**config.mk**
```make
export PLATFORM = sky130hd
export DESIGN_NAME = alu_multiciclo
export DESIGN_NICKNAME = d
export VERILOG_FILES = /design/src/rtl/alu_pkg.sv /design/src/rtl/alu_multiciclo_seq_muldiv.sv /design/src/rtl/alu_multiciclo.sv
export SDC_FILE = /design/constraint.sdc
export NUM_CORES = 1
export LEC_CHECK = 0
export ABC_AREA = 1
export BUFFER_PORTS_ARGS = -buffer_cell sky130_fd_sc_hd__buf_4
export CAP_MARGIN = 20
export CORE_AREA = 2 2 170 172
export CTS_CLUSTER_DIAMETER = 200
export CTS_CLUSTER_SIZE = 10
export DETAILED_ROUTE_END_ITERATION = 16
export DIE_AREA = 0 0 172 174
export GPL_TIMING_DRIVEN = 0
export PLACE_DENSITY = 0.82
export SETUP_SLACK_MARGIN = 0.15
export SYNTH_ARGS = -nofsm -noshare
export SYNTH_HDL_FRONTEND = slang
export SYNTH_SLANG_ARGS = --single-unit
export TNS_END_PERCENT = 10
```
**constraint.sdc**
```tcl
create_clock -name clk -period 3.6 [get_ports clk]
set_input_delay 0.54 -clock clk [delete_from_list [all_inputs] [get_ports clk]]
set_output_delay 0.54 -clock clk [all_outputs]
set_load 0.02 [all_outputs]
```
**src/rtl/alu_pkg.sv**
```systemverilog
// Shared op-code constants and FSM state type for the multi-cycle ALU.
package alu_pkg;

    localparam logic [2:0] OP_ADD = 3'b000;
    localparam logic [2:0] OP_SUB = 3'b001;
    localparam logic [2:0] OP_AND = 3'b010;
    localparam logic [2:0] OP_OR  = 3'b011;
    localparam logic [2:0] OP_MUL = 3'b100;
    localparam logic [2:0] OP_DIV = 3'b101;

    typedef enum logic {
        IDLE = 1'b0,
        RUN  = 1'b1
    } state_t;

endpackage

```
**src/rtl/alu_multiciclo_seq_muldiv.sv**
```systemverilog
// Iterative unsigned multiply (shift-add) / divide (restoring) datapath.
// One iteration per step. hi/lo present the post-step values so the caller
// can register the final result on the same edge as the last iteration.
module seq_muldiv #(
    parameter int N  = 32,
    parameter int CW = 6
) (
    input  logic         clk,
    input  logic         rst_n,
    input  logic         load,
    input  logic         mode,   // 0 = multiply, 1 = divide
    input  logic         step,
    input  logic [N-1:0] a,
    input  logic [N-1:0] b,
    output logic [N-1:0] hi,
    output logic [N-1:0] lo,
    output logic         last
);

    logic [N-1:0]  acc;      // product high / partial remainder
    logic [N-1:0]  mq;       // multiplier shifting out / dividend -> quotient
    logic [N-1:0]  md;       // multiplicand / divisor
    logic [CW-1:0] cnt;

    logic [N-1:0]  acc_nxt;
    logic [N-1:0]  mq_nxt;
    logic [N:0]    add_sum;
    logic [N:0]    shifted;
    logic [N-1:0]  sub_lo;
    logic          fits;

    // Single iteration of either algorithm, selected by mode.
    always_comb begin
        acc_nxt = acc;
        mq_nxt  = mq;
        add_sum = {1'b0, acc} + (mq[0] ? {1'b0, md} : {(N+1){1'b0}});
        shifted = {acc, mq[N-1]};
        fits    = (shifted >= {1'b0, md});
        // When the divisor fits, the true difference is below md, so the low
        // N bits are the whole answer.
        sub_lo  = shifted[N-1:0] - md;
        if (mode) begin
            if (fits) begin
                acc_nxt = sub_lo;
                mq_nxt  = {mq[N-2:0], 1'b1};
            end else begin
                acc_nxt = shifted[N-1:0];
                mq_nxt  = {mq[N-2:0], 1'b0};
            end
        end else begin
            acc_nxt = add_sum[N:1];
            mq_nxt  = {add_sum[0], mq[N-1:1]};
        end
    end

    // Operand capture on load, then iterate on each step.
    always_ff @(posedge clk or negedge rst_n) begin
        if (!rst_n) begin
            acc <= '0;
            mq  <= '0;
            md  <= '0;
            cnt <= '0;
        end else if (load) begin
            acc <= '0;
            mq  <= a;
            md  <= b;
            cnt <= '0;
        end else if (step) begin
            acc <= acc_nxt;
            mq  <= mq_nxt;
            cnt <= cnt + 1'b1;
        end
    end

    assign hi   = acc_nxt;
    assign lo   = mq_nxt;
    assign last = (cnt == CW'(N - 1));

endmodule

```
**src/rtl/alu_multiciclo.sv**
```systemverilog
// Multi-cycle ALU: single-cycle add/sub/logic, iterative mul/div, registered
// results and flags with a start/busy/done handshake.
//
// state | meaning
// IDLE  | waiting for start; 1-cycle ops complete directly from here
// RUN   | mul/div iterating, one step per clock; busy=1
module alu_multiciclo
    import alu_pkg::*;
#(
    parameter int N  = 32,
    parameter int CW = 6
) (
    input  logic         clk,
    input  logic         rst_n,
    input  logic         start,
    input  logic [N-1:0] A,
    input  logic [N-1:0] B,
    input  logic [2:0]   ControlloALU,
    output logic [N-1:0] Risultato,
    output logic [N-1:0] RisultatoAlto,
    output logic         Negative,
    output logic         Zero,
    output logic         Carry,
    output logic         oVerflow,
    output logic         DivZero,
    output logic         busy,
    output logic         done
);

    state_t       state_q, state_d;
    logic [2:0]   op_q;

    logic [N-1:0] res_q, alto_q;
    logic         carry_q, ovf_q, zero_q, divz_q, done_q;

    logic [N-1:0] res_d, alto_d;
    logic         carry_d, ovf_d, divz_d, done_d, upd;

    logic         load, step, last;
    logic [N-1:0] md_hi, md_lo;

    logic [N-1:0] b_op;
    logic [N:0]   sum;
    logic         is_sub;

    seq_muldiv #(.N(N), .CW(CW)) u_muldiv (
        .clk   (clk),
        .rst_n (rst_n),
        .load  (load),
        .mode  (op_q == OP_DIV),
        .step  (step),
        .a     (A),
        .b     (B),
        .hi    (md_hi),
        .lo    (md_lo),
        .last  (last)
    );

    // Add/sub share one adder: sub is A + ~B + 1.
    always_comb begin
        is_sub = (ControlloALU == OP_SUB);
        b_op   = is_sub ? ~B : B;
        sum    = {1'b0, A} + {1'b0, b_op} + {{N{1'b0}}, is_sub};
    end

    // Next state, datapath control and the values to register on completion.
    always_comb begin
        state_d = state_q;
        load    = 1'b0;
        step    = 1'b0;
        upd     = 1'b0;
        done_d  = 1'b0;
        res_d   = '0;
        alto_d  = '0;
        carry_d = 1'b0;
        ovf_d   = 1'b0;
        divz_d  = 1'b0;
        case (state_q)
            IDLE: begin
                if (start) begin
                    if (ControlloALU == OP_MUL || (ControlloALU == OP_DIV && B != '0)) begin
                        load    = 1'b1;
                        state_d = RUN;
                    end else begin
                        upd    = 1'b1;
                        done_d = 1'b1;
                        case (ControlloALU)
                            OP_ADD, OP_SUB: begin
                                res_d   = sum[N-1:0];
                                carry_d = sum[N];
                                ovf_d   = (A[N-1] == b_op[N-1]) && (sum[N-1] != A[N-1]);
                            end
                            OP_AND: res_d = A & B;
                            OP_OR:  res_d = A | B;
                            OP_DIV: begin
                                res_d  = '1;
                                alto_d = A;
                                divz_d = 1'b1;
                            end
                            default: res_d = '0;
                        endcase
                    end
                end
            end
            RUN: begin
                step = 1'b1;
                if (last) begin
                    upd     = 1'b1;
                    done_d  = 1'b1;
                    state_d = IDLE;
                    res_d   = md_lo;
                    alto_d  = md_hi;
                    if (op_q == OP_MUL) begin
                        carry_d = (md_hi != '0);
                        ovf_d   = (md_hi != '0);
                    end
                end
            end
            default: state_d = IDLE;
        endcase
    end

    // State, captured op, and result/flag registers held until next completion.
    // Zero is captured alongside Risultato so that it reads 0 out of reset.
    always_ff @(posedge clk or negedge rst_n) begin
        if (!rst_n) begin
            state_q <= IDLE;
            op_q    <= '0;
            res_q   <= '0;
            alto_q  <= '0;
            carry_q <= 1'b0;
            ovf_q   <= 1'b0;
            zero_q  <= 1'b0;
            divz_q  <= 1'b0;
            done_q  <= 1'b0;
        end else begin
            state_q <= state_d;
            done_q  <= done_d;
            if (load) begin
                op_q <= ControlloALU;
            end
            if (upd) begin
                res_q   <= res_d;
                alto_q  <= alto_d;
                carry_q <= carry_d;
                ovf_q   <= ovf_d;
                zero_q  <= (res_d == '0);
                divz_q  <= divz_d;
            end
        end
    end

    assign Risultato     = res_q;
    assign RisultatoAlto = alto_q;
    assign Negative      = res_q[N-1];
    assign Zero          = zero_q;
    assign Carry         = carry_q;
    assign oVerflow      = ovf_q;
    assign DivZero       = divz_q;
    assign busy          = (state_q == RUN);
    assign done          = done_q;

endmodule
```
### After elaboration in Yosys (flattened, before gate mapping)

Index checks and enable logic that the tools add are counted.

* add/sub/neg operators: 5
* $lt $le $gt $ge: 1
* equality and inequality tests: 10
* mux-type cells: 46
* bitwise logic cells: 4
* reduce and logical (&&, ||, !) cells: 9

Operators with widths (number)
* $mux 32: 16
* $pmux 32 s2: 2
* $pmux 32 s4: 1
* $reduce_bool 32->1: 2
* $add 32x32->33: 1
* $add 32x33->33: 1
* $add 33x1->33: 1
* $ge 33x32->1: 1
* $and 32x32->32: 1
* $logic_not 32->1: 1
* $not 32->32: 1
* $or 32x32->32: 1
* $sub 32x32->32: 1
* $mux 1: 21
* $eq 3x3->1 const B: 4
* $mux 6: 2
* $pmux 1 s2: 4
* $add 6x1->6 const B: 1
* $eq 3x2->1 const B: 2
* $eq 6x5->1 const B: 1
* $eq 3x1->1 const B: 1
* $logic_not 3->1: 1
* $logic_and 1x1->1: 2
* $reduce_bool 2->1: 1
* other kinds (5): 5

* register bits: 175
* word-level logic and storage cells: 88

### Depth between registers and ports, before layout

* depth in word-level cells: 10
* mapped depth: 27
* depth with buffers taken out: 25

### Hierarchy

A second synthesis with hierarchy kept.

* cell total of the unflattened synthesis: 2881
* area total of the unflattened synthesis: 17682.0 µm²

Modules (own cells, without submodules)
* seq_muldiv: times used 1, cells each 1717, area an instance 10470.0 µm²
* alu_multiciclo: times used 1, cells each 1164, area an instance 7211.9 µm²

### Worst setup path after synthesis

Ideal clock, no wire load.

* kind: in2reg
* start: input port ControlloALU[0]
* end: register zero_q (netlist: Zero)
* setup time: 0.066 ns
* data arrival time: 3.155 ns
* path slack: 0.379 ns
* stages on the path: 21
* buffers on the path: 2
* cell sequence: buf_2 > nand3_1 > buf_1 > xor2_1 > ha_1 > nand2_1 > nand2_1 > inv_1 > nand2_1 > nand2_1 > nand2_1 > or2_2 > nand3_1 > nand2_1 > a22oi_1 > nand3_1 > nor2_1 > nand3_1 > nor2_1 > nand4_1 > nand2_1

* cells in the longest elaborated chain, start to end: 9
* elaborated cells between the ends (all ways): 20

RTL lines
* start: declaration: RTL line alu_multiciclo.sv:18 `input logic [2:0] ControlloALU,`
* $eq 3x1->1: RTL line alu_multiciclo.sv:61, alu_multiciclo.sv:87
* $mux 32: RTL line alu_multiciclo.sv:62 `b_op = is_sub ? ~B : B;`
* $add 32x32->33: RTL line alu_multiciclo.sv:63 `sum = {1'b0, A} + {1'b0, b_op} + {{N{1'b0}}, is_sub};`
* $add 33x1->33: RTL line alu_multiciclo.sv:63
* $pmux 32 s4: RTL line alu_multiciclo.sv:87 `case (ControlloALU)`
* $mux 32: RTL line alu_multiciclo.sv:81 `if (ControlloALU == OP_MUL || (ControlloALU == OP_DIV && B != '0)) begin`
* $mux 32: RTL line alu_multiciclo.sv:80 `if (start) begin`
* $pmux 32 s2: RTL line alu_multiciclo.sv:78 `case (state_q)`
* $logic_not 32->1: RTL line alu_multiciclo.sv:147 `zero_q <= (res_d == '0);`
* end signal: assignment: RTL line alu_multiciclo.sv:147
* end: declaration: RTL line alu_multiciclo.sv:34 `logic carry_q, ovf_q, zero_q, divz_q, done_q;`

Parallel ways exist; a longest one is shown, timed or not.
A chain may end at the register's enable or synchronous reset.

### Worst setup path in the final report

* start: register u_muldiv.mq[0]
* end: register carry_q (netlist: Carry)

* cells in the longest elaborated chain, start to end: 7

RTL lines
* start: declaration: RTL line alu_multiciclo_seq_muldiv.sv:21 `logic [N-1:0] mq;`
* start signal: assignment: RTL line alu_multiciclo_seq_muldiv.sv:70 `mq <= mq_nxt;`
* $mux 32: RTL line alu_multiciclo_seq_muldiv.sv:36 `add_sum = {1'b0, acc} + (mq[0] ? {1'b0, md} : {(N+1){1'b0}});`
* $add 32x33->33: RTL line alu_multiciclo_seq_muldiv.sv:36
* $mux 32: RTL line alu_multiciclo_seq_muldiv.sv:42 `if (mode) begin`
* $reduce_bool 32->1: RTL line alu_multiciclo.sv:114 `carry_d = (md_hi != '0);`
* $mux 1: RTL line alu_multiciclo.sv:113 `if (op_q == OP_MUL) begin`
* $mux 1: RTL line alu_multiciclo.sv:107 `if (last) begin`
* $pmux 1 s2: RTL line alu_multiciclo.sv:78
* end signal: assignment: RTL line alu_multiciclo.sv:145 `carry_q <= carry_d;`
* end: declaration: RTL line alu_multiciclo.sv:34

Every way passes these cells.

==> flow_summary.yaml <==
worst_hold_path:
  min_path_type: "input pin to async pin"
timing:
  holdWs_ps: -23.2
  skew_ps: 10.8
  rsz0062_at_grt: "yes"
  period_minus_slack_ps: 3440
  tightest_slew_ps: 1080
  setup_viol: 0
  maxSlewViolCount: 0
  final-hold-violation-count: 11
  fmax_mhz: 290
  max_slew_margin_pct: 27.7
  finalCritPeriodShare_pct: 95.7
worst_setup_path:
  cp.required_ps: 3930
  cp_num_buf_inv: 5
  critPathCaptureType: "register"
  path_class: "register to register"
  cp_top_family: "simple AND/OR/NAND/NOR gates"
  path_cells: "buf_6 > buf_8 > nand2_1 > inv_1 > ha_4 > inv_1 > fa_2 > inv_2 > nand3_1 > nand2_2 > nand2_1 > nand2_4 > nand2_1 > nand2_2 > xnor2_1 > nand2_1 > nand2_2 > nand2_1 > nor2_1 > nand2_1 > nor2_4 > nand3_1 > nand2_2 > nand3_1"
  arrival_ps: 3780
  crit_top_cell: "nand2_1"
  cp_slowest_cell: "fa_2"
  cpPeakStageDelay_ps: 380
  critPathLaunchType: "register"
  crit_fanout: 7
yosys:
  synth_seq_area_share_pct: 25.4
  synth_area_um2: 17200
  ys.flop_type: "dfrtp_1"
  synth-edff-count: 0
  synthesis.nets: 3019
  syn_inst: 2840
  syn_area_per_cell_um2: 6.07
  ys_ff_latch: 175
  async_reset_ff_share_pct: 100
  synth_warnings: 0
  synth_cell_types: 51
pwr:
  irDropWorstVdd_mv: 0.402
  comb_power_share_pct: 64.3
  power_density_nw_per_um2: 693
  power.leakage_nw: 10.9
  p_seq_share_pct: 22.2
  swShare_pct: 54.1
  clockPowerShare_pct: 13.6
  power.switching_w: 0.00749
  total_power_w: 0.0138
  p_int_w: 0.00634
global_routing:
  grt_usage_pct: 49.6
  gr-total-overflow: 0
  grt_pass1_vias: 20252
  grt_antenna_before_repair: 1
  grt_pass1_wl_um: 111000
  grt_max_degree: 127
final_layout:
  nets: 3188
  final_cell_mix: "nand2_1, inv_1, nor2_1"
  diodes: 0
  final_common_cell: "nand2_1"
  fin_util_pct: 70.7
  area_growth_syn_to_layout_pct: 15.7
  drive_gt1_share_pct: 11.8
route:
  final_antenna_net_count: 0
  num_vias: 20959
  vias_per_cell: 6.16
  routed_wl_um: 74800
  wl_per_cell_um: 22.0
  drt-pass1-iter-count: 9
  drc: 0
  drt_iter0_drc: 2847
clocking:
  cts_tree: "yes"
  cts_buffer_depth: 2
  cts_buffers: 17
  cts_sinks: 175
  path_clk_slew_ps: 70
  root_buffer: "clkbuf_16"
  h-tree-depth: 4
  clk_latency_ps: 460
  ctsHoldBuffers: 0
floorplan:
  start_util_pct: 61.1
  rows: 62
  ios: 141
  die_w_um: 172
  core_area_um2: 28200
  die-area_um2: 29900
  die_h_um: 174
status:
  run_status: "complete, but fails checks"
  violations: "hold timing"
run:
  maxCapViolations: 0
placement:
  hpwl_um: 58700
  io_buffers: 139
  gp_congestion: 1.08
[synth_stat cells (all sizes together), types with 3 or more instances]
library cell / count / area share, %
nand2: 968 / 21
inv: 440 / 9.6
nor2: 236 / 5.5
nand3: 227 / 6.7
dfrtp: 175 / 25
o21ai: 173 / 5.0
a21oi: 164 / 4.8
ha: 106 / 7.7
clkbuf: 57 / 1.2
xor2: 38 / 1.9
nand4: 37 / 1.3
buf: 33 / 1.0
nor3: 22 / 0.73
o211ai: 21 / 0.91
a311oi: 19 / 0.97
mux2i: 17 / 0.99
nand3b: 17 / 0.74
o21bai: 15 / 0.65
o22ai: 15 / 0.54
xnor2: 13 / 0.66
o221ai: 10 / 0.51
a21o: 5 / 0.22
a22o: 4 / 0.20
or2: 4 / 0.15
a22oi: 3 / 0.13
and2: 3 / 0.11
clkinv: 3 / 0.065
fa: 3 / 0.35
nor4: 3 / 0.11
o21a: 3 / 0.13
[final timing paths]
path	start	endpoint	slack (ps)	cells past startpoint
setup / recovery	u_muldiv.mq[0]	Carry	160	24
hold / removal	rst_n	Risultato[6]	-20	1
setup reg to reg	u_muldiv.mq[0]	Carry	160	24
hold reg to reg	Risultato[1]	Risultato[1]	490	2
max in group asynchronous	rst_n	u_muldiv.acc[29]	2560	2
min in group clk	B[23]	u_muldiv.md[23]	350	3
[state kept, by name, indices dropped and copies added (netlist names)]
signal,count
u_muldiv.acc,32
u_muldiv.mq,32
u_muldiv.cnt,6
busy,1
u_muldiv.md,32
DivZero,1
RisultatoAlto,32
Zero,1
oVerflow,1
op_q,3
done,1
Risultato,32
Carry,1
[worst register-to-register path, cell delays in order, from the launching register on]
cell and delay (ps):
dfrtp_1 350, buf_6 140, buf_8 130, nand2_1 50, inv_1 100, ha_4 170, inv_1 60, fa_2 380
inv_2 90, nand3_1 80, nand2_2 110, nand2_1 100, nand2_4 120, nand2_1 70, nand2_2 150, xnor2_1 140
nand2_1 80, nand2_2 170, nand2_1 80, nor2_1 150, nand2_1 120, nor2_4 160, nand3_1 110, nand2_2 110
nand3_1 90
[area by class of cell]
cell class,count,area (um^2)
fill,2519,8280
tap,384,480
inverter,443,1670
clock buffer,18,439
sequential,175,4380
buffer,90,443
clock inverter,13,129
multi-input combinational,2132,11300
timing repair buffer,150,1150
[cell families after synthesis]
logic type	count (synthesis)	synth area share, %
compound gates	437	14.3
mux	17	0.987
simple gates	1518	36.8
xor+xnor	51	2.59
buf+inv	533	11.9
fa+ha+maj	109	8.04
flops	175	25.4
[power by group through the flow]
stage | logic, W | clock network [W] | registers, W
after global routing | 0.00958 | 0.00191 | 0.00308
after floorplan | 0.00532 | 0 | 0.00301
after detailed placement | 0.00795 | 0 | 0.00302
after CTS | 0.00806 | 0.00184 | 0.00300
after global placement | 0.00777 | 0 | 0.00301
final | 0.00889 | 0.00187 | 0.00307
[layer usage]
layer / vias to the layer above / part of all wire (%) / wire [um] / global-route usage, %
met2: 1674 / 44 / 32700 / 76.3
met5: - / 0.019 / 14 / 0
met4: 2 / 9.8 / 7360 / 41.0
li1: 9432 / - / - / -
met1: 9353 / 33 / 25100 / 58.6
met3: 498 / 13 / 9700 / 11.5
[stage by stage]
stage | hold slack, ps | instance area (um^2) | setup WS (ps) | instances | TNS [ps]
final | -23.2 | 20000 | 156 | 3405 | 0
after global routing | 25.2 | 20000 | 45.3 | 3405 | 0
after CTS | 2.14 | 19400 | 137 | 3395 | 0
after detailed placement | 467 | 18800 | -824 | 3364 | -7860
after global placement | 462 | 18800 | -749 | 3363 | -5610
after floorplan | 244 | 17200 | 379 | 2840 | 0
[what timing repair did]
action,4_1_cts,5_1_grt
setup endpoints to repair,30,5
setup buffers,0,10
pin swaps,2,18
resized for setup,33,122
Power figures use the tool's default switching activity.
